### src/rtl/sipo_deframer.sv
// Purpose: rebuilds WIDTH-bit words from a 1-bit serial stream aligned by a frame_start strobe.
// Latency: 0 cycles; the word is visible right after the edge that samples its last bit.
// Backpressure: one-deep valid/ready output; a word completing while the output is held is dropped and sets sticky overflow.
//
// Ports:
//   clk, rst            rising-edge clock, synchronous active-high reset
//   serial_in           serial data bit, sampled only when serial_valid=1
//   serial_valid        qualifies serial_in and frame_start
//   frame_start         marks the first bit of a word; restarts a partial word (resync)
//   data_out/data_valid assembled word and its valid flag; data_out stable while valid
//   data_ready          consumer accept; transfer on data_valid && data_ready
//   overflow            sticky, a completed word was dropped
//   resync              one-cycle pulse, a partial word was discarded
//   bit_count           bits collected in the current frame
//   parity_err          (only with SIPO_DEFRAMER_PARITY_EN) even-parity failure of the held word
//
// Optional feature macro: SIPO_DEFRAMER_PARITY_EN adds a trailing even-parity bit to every
// frame (frame = WIDTH+1 bits) and the parity_err output.

module sipo_deframer #(
    parameter int WIDTH     = 8,
    parameter bit MSB_FIRST = 1'b1
) (
    input  logic                                  clk,
    input  logic                                  rst,
    input  logic                                  serial_in,
    input  logic                                  serial_valid,
    input  logic                                  frame_start,
    output logic [WIDTH-1:0]                      data_out,
    output logic                                  data_valid,
    input  logic                                  data_ready,
    output logic                                  overflow,
    output logic                                  resync,
`ifdef SIPO_DEFRAMER_PARITY_EN
    output logic                                  parity_err,
`endif
`ifdef SIPO_DEFRAMER_PARITY_EN
    output logic [$clog2(WIDTH+2)-1:0]            bit_count
`else
    output logic [$clog2(WIDTH+1)-1:0]            bit_count
`endif
);

`ifdef SIPO_DEFRAMER_PARITY_EN
    localparam int FRAME_LEN = WIDTH + 1;
`else
    localparam int FRAME_LEN = WIDTH;
`endif
    localparam int CW = $clog2(FRAME_LEN + 1);

    typedef enum logic {
        IDLE  = 1'b0,
        SHIFT = 1'b1
    } state_t;

    state_t             state_q, state_d;
    logic [WIDTH-1:0]   shift_q, shift_d;
    logic [CW-1:0]      cnt_q, cnt_d;
    logic [WIDTH-1:0]   dout_q, dout_d;
    logic               dvld_q, dvld_d;
    logic               ovf_q, ovf_d;
    logic               resync_q, resync_d;
    logic               perr_q, perr_d;
    logic [WIDTH-1:0]   word;
    logic               word_perr;

    // One shift step in the configured bit order.
    function automatic logic [WIDTH-1:0] shift_in(input logic [WIDTH-1:0] cur, input logic b);
        if (MSB_FIRST) begin
            return {cur[WIDTH-2:0], b};
        end else begin
            return {b, cur[WIDTH-1:1]};
        end
    endfunction

    // Word presented on the completing edge. With parity the final bit is the
    // parity bit, so the data is already fully in the shift register.
    always_comb begin
`ifdef SIPO_DEFRAMER_PARITY_EN
        word      = shift_q;
        word_perr = (^shift_q) ^ serial_in;
`else
        word      = shift_in(shift_q, serial_in);
        word_perr = 1'b0;
`endif
    end

    always_comb begin
        state_d  = state_q;
        shift_d  = shift_q;
        cnt_d    = cnt_q;
        dout_d   = dout_q;
        // A held word leaves on ready; a completion below may refill it on the same edge.
        dvld_d   = dvld_q & ~data_ready;
        ovf_d    = ovf_q;
        resync_d = 1'b0;
        perr_d   = perr_q;

        if (serial_valid) begin
            unique case (state_q)
                IDLE: begin
                    if (frame_start) begin
                        shift_d = shift_in('0, serial_in);
                        cnt_d   = CW'(1);
                        state_d = SHIFT;
                    end
                end
                SHIFT: begin
                    if (frame_start) begin
                        // Early frame_start: drop the partial word and restart on this bit.
                        shift_d  = shift_in('0, serial_in);
                        cnt_d    = CW'(1);
                        resync_d = 1'b1;
                    end else if (cnt_q == CW'(FRAME_LEN - 1)) begin
                        state_d = IDLE;
                        cnt_d   = '0;
                        shift_d = '0;
                        if (!dvld_q || data_ready) begin
                            dout_d = word;
                            dvld_d = 1'b1;
                            perr_d = word_perr;
                        end else begin
                            ovf_d  = 1'b1;
                        end
                    end else begin
                        shift_d = shift_in(shift_q, serial_in);
                        cnt_d   = cnt_q + CW'(1);
                    end
                end
                default: state_d = IDLE;
            endcase
        end
    end

    always_ff @(posedge clk) begin
        if (rst) begin
            state_q  <= IDLE;
            shift_q  <= '0;
            cnt_q    <= '0;
            dout_q   <= '0;
            dvld_q   <= 1'b0;
            ovf_q    <= 1'b0;
            resync_q <= 1'b0;
            perr_q   <= 1'b0;
        end else begin
            state_q  <= state_d;
            shift_q  <= shift_d;
            cnt_q    <= cnt_d;
            dout_q   <= dout_d;
            dvld_q   <= dvld_d;
            ovf_q    <= ovf_d;
            resync_q <= resync_d;
            perr_q   <= perr_d;
        end
    end

    assign data_out   = dout_q;
    assign data_valid = dvld_q;
    assign overflow   = ovf_q;
    assign resync     = resync_q;
    assign bit_count  = cnt_q;
`ifdef SIPO_DEFRAMER_PARITY_EN
    assign parity_err = perr_q;
`else
    // Parity state is only observable in the parity build.
    logic unused_perr;
    assign unused_perr = perr_q ^ word_perr;
`endif

endmodule

### config.mk
export PLATFORM = sky130hd
export DESIGN_NAME = sipo_deframer
export DESIGN_NICKNAME = d
export VERILOG_FILES = /design/src/rtl/sipo_deframer.sv
export SDC_FILE = /design/constraint.sdc
export NUM_CORES = 1
export LEC_CHECK = 0
export CAP_MARGIN = 40
export CORE_MARGIN = 2
export CORE_UTILIZATION = 45
export DETAILED_ROUTE_END_ITERATION = 10
export DONT_BUFFER_PORTS = 1
export PLACE_DENSITY = 0.61
export REMOVE_ABC_BUFFERS = 1
export SLEW_MARGIN = 30
export SYNTH_ARGS = -nofsm -noshare
export SYNTH_HDL_FRONTEND = slang
export SYNTH_SLANG_ARGS = --single-unit
### constraint.sdc
create_clock -name clk -period 1.6 [get_ports clk]
set_input_delay 0.32 -clock clk [delete_from_list [all_inputs] [get_ports clk]]
set_output_delay 0.32 -clock clk [all_outputs]
set_load 0.02 [all_outputs]
==> flow_summary_export.csv <==
group,metric,value,unit
outcome,status,"finished clean",
route,dr.pass1.iters,4,
synthesis,synth_area,1030,µm²
worst_setup_path,r2r_start,"bit_count[0]",
sta,maxSlewHeadroom,57.5,%
sta,grt_setup_unrepaired,"false",
synthesis,avgSynthCellArea,9.38,µm²
pwr,power,896,µW
worst_setup_path,critPathMaxStageDelay,380,ps
sta,fin_skew,2.25,ps
sta,hold_viol,0,
finish,final_cell_mix,"dfxtp_1 (23), a21oi_1 (12), nor2_1 (8), nand4_1 (8), o41ai_1 (8)",
worst_setup_path,r2r_setup_slack,230,ps
worst_setup_path,cp_data_required_time,1800,ps
clocking,ctsHtreeMaxLevel,1,
finish,final_common_cell,"dfxtp_1",
synthesis,ys_seq_area_share,44.6,%
pwr,switchingPower,209,µW
worst_setup_path,slowest_stage,"dfxtp_1",
finish,drive_above_1_share,13.0,%
finish,nets,116,
sta,period_share,85.9,%
global_routing,grt_overflow_total,0,
synthesis,synth.distinct_cells,33,
synthesis,synthTopCellsByArea,"dfxtp_1 (45%), o41ai_1 (6.8%), a21oi_1 (5.8%)",
placed_design,place_hpwl,1.59,mm
clocking,clk_pin_slew,130,ps
clocking,holdBufCountCts,0,
global_routing,antenna_found_initial,0,
sta,worst_slew_pin_slew,636,ps
route,drt_wl_total,2.26,mm
floorplanning,die_h,51.9,µm
floorplanning,die_width,51.9,µm
placed_design,place_area,1040,µm²
clocking,ctsResizeCount,0,
placed_design,place.gp.congestion,0.767,
run,max_cap_viol_count,0,
synthesis,ys_ff_latch,23,
worst_setup_path,worst-setup-path-type,"reg -> reg",
floorplanning,coreArea,2190,µm²
clocking,cts_inserted_buffers,3,
global_routing,groute.usage.overall,18.9,%
route,num_vias,844,
floorplanning,io_pins,21,
route,ant_nets,0,
worst_setup_path,crit_buf_inv,0,
finish,finalInstanceArea,1070,µm²
sta,finalCriticalPeriod,1370,ps
route,drc,0,
floorplanning,rows,17,
route,drt-wirelength-per-cell,16.6,µm
worst_setup_path,end_kind,"flop",
clocking,cts_root_buf,"clkbuf_4",
worst_setup_path,crit_fanout,9,
worst_setup_path,arrival,1580,ps
pwr,combinationalPowerShare,4.2,%
pwr,pwr-share-seq,65.5,%
clocking,clockBufferDepth,2,
sta,fin_tns_setup,0,ps
finish,fillCellCount,232,
hold_path,hp-class,"in -> reg",
pwr,p_leak,0.000373,µW
finish,n_antenna_cell,0,
worst_setup_path,cp-start-kind,"flop",
route,drt_iter0_drc,10,
finish,area_growth,3.27,%
global_routing,grt_pass1_vias,772,
global_routing,grt_max_degree,24,
worst_setup_path,startpoint,"bit_count[0]",
pwr,peakVddDrop,0.418,mV
hold_path,min_from,"rst",
route,vias_per_cell,6.21,
global_routing,grt_pass1_wl,3.77,mm
synthesis,synth_top_area_share,44.6,%
floorplanning,initial_utilization,47.1,%
synthesis,synth_top_area_cell,"dfxtp_1",
pwr,pwr-share-clk,30.3,%
clocking,cts_tree,"yes",
clocking,post_cts_buffers,0,
pwr,p_int,687,µW
worst_setup_path,cp_top_family,"compound AO/OA/AOI/OAI gates",
synthesis,yosysWarnings,0,
pwr,p_per_area,840,nW/µm²
placed_design,port_buffers,0,
sta,fmaxAchievable,727,MHz
floorplanning,dieArea,2690,µm²
pwr,sw_frac_of_total,23.3,%
worst_setup_path,path_cells,"ha_1, nand3b_4, o41ai_1, a21oi_1",
clocking,cts.sinks,23,
sta,setup_viol,0,
clocking,clk_latency,310,ps
synthesis,syn_inst,110,
sta,maxSlewViolCount,0,
==> path summary, 6_finish.rpt <==
kind	end	cells past startpoint
setup / recovery	data_out[6]	4
hold / removal	shift_q[0]	1
setup reg to reg	data_out[6]	4
hold reg to reg	shift_q[0]	2
==> synth_stat cells, drive strengths merged <==
cell,instances
nand3,3
ha,1
nand2b,2
dfxtp,23
and3b,2
nand2,5
nor2b,2
o21ai,3
a22oi,1
a21oi,13
nand3b,2
and2,1
or3,1
buf,7
nand4b,1
a211o,1
a31oi,2
inv,2
nand4bb,1
and4bb,1
a32oi,6
nand4,8
a41oi,1
o41ai,8
clkbuf,4
nor3b,1
nor2,8
==> per-layer routing <==
metal | wire (µm) | GRT usage, % | vias to the layer above | part of all wire [%]
met5 | 0 | 0 | - | 0
met4 | 17 | 7.89 | 0 | 0.75
met3 | 93 | 4.60 | 2 | 4.1
met2 | 1110 | 26.8 | 12 | 49
met1 | 1040 | 27.0 | 409 | 46
li1 | - | - | 421 | -
==> area by class of cell <==
cell class / count / area, µm² / share of cell area (%)
clock buffer: 3 / 22.5 / 2.11
clock inverter: 1 / 5.00 / 0.469
inverter: 2 / 7.51 / 0.704
multi-input combinational: 74 / 498 / 46.7
sequential: 23 / 460 / 43.2
tap: 28 / 35.0 / 3.29
timing repair buffer: 5 / 37.5 / 3.52
==> worst register-to-register path, stage by stage (launching register included) <==
cell and delay, ps:
dfxtp_1 380, ha_1 270, nand3b_4 160, o41ai_1 360, a21oi_1 110
==> state kept, by name, summed over array words and instances (netlist names) <==
| signal | flops |
|---|---|
| data_out | 8 |
| resync | 1 |
| state_q | 1 |
| overflow | 1 |
| shift_q | 7 |
| bit_count | 4 |
| data_valid | 1 |
==> stage by stage <==
step / hold WS [ps] / cells / worst slack (ps) / util, %
finish: 57.2 / 136 / 225 / 48.7
global route: 32.7 / 136 / 110 / 48.7
CTS: 44.8 / 136 / 225 / 48.7
detailed placement: 389 / 132 / 243 / 47.4
global placement: 388 / 132 / 276 / 47.4
floorplan: 382 / 99 / 200 / -
==> power groups by stage <==
| stage | clock [µW] | sequential (µW) | combinational (µW) |
|---|---|---|---|
| after floorplan | 0 | 602 | 23.3 |
| after global placement | 0 | 599 | 36.7 |
| after detailed placement | 0 | 600 | 36.8 |
| after CTS | 282 | 587 | 37.0 |
| after global routing | 310 | 589 | 41.7 |
| final | 272 | 587 | 37.2 |
==> logic make-up (layout without fill, tap and decap cells) <==
kind of cell	after synthesis	after routing	share of synthesized area, %
and+or+nand+nor	38	38	23.0
AOI/OAI and AO/OA	35	35	24.0
DFF	23	23	44.6
buffers and inverters	13	11	7.15
adders and majority gates	1	1	1.21
No activity file was read; power rests on OpenSTA's default activity.
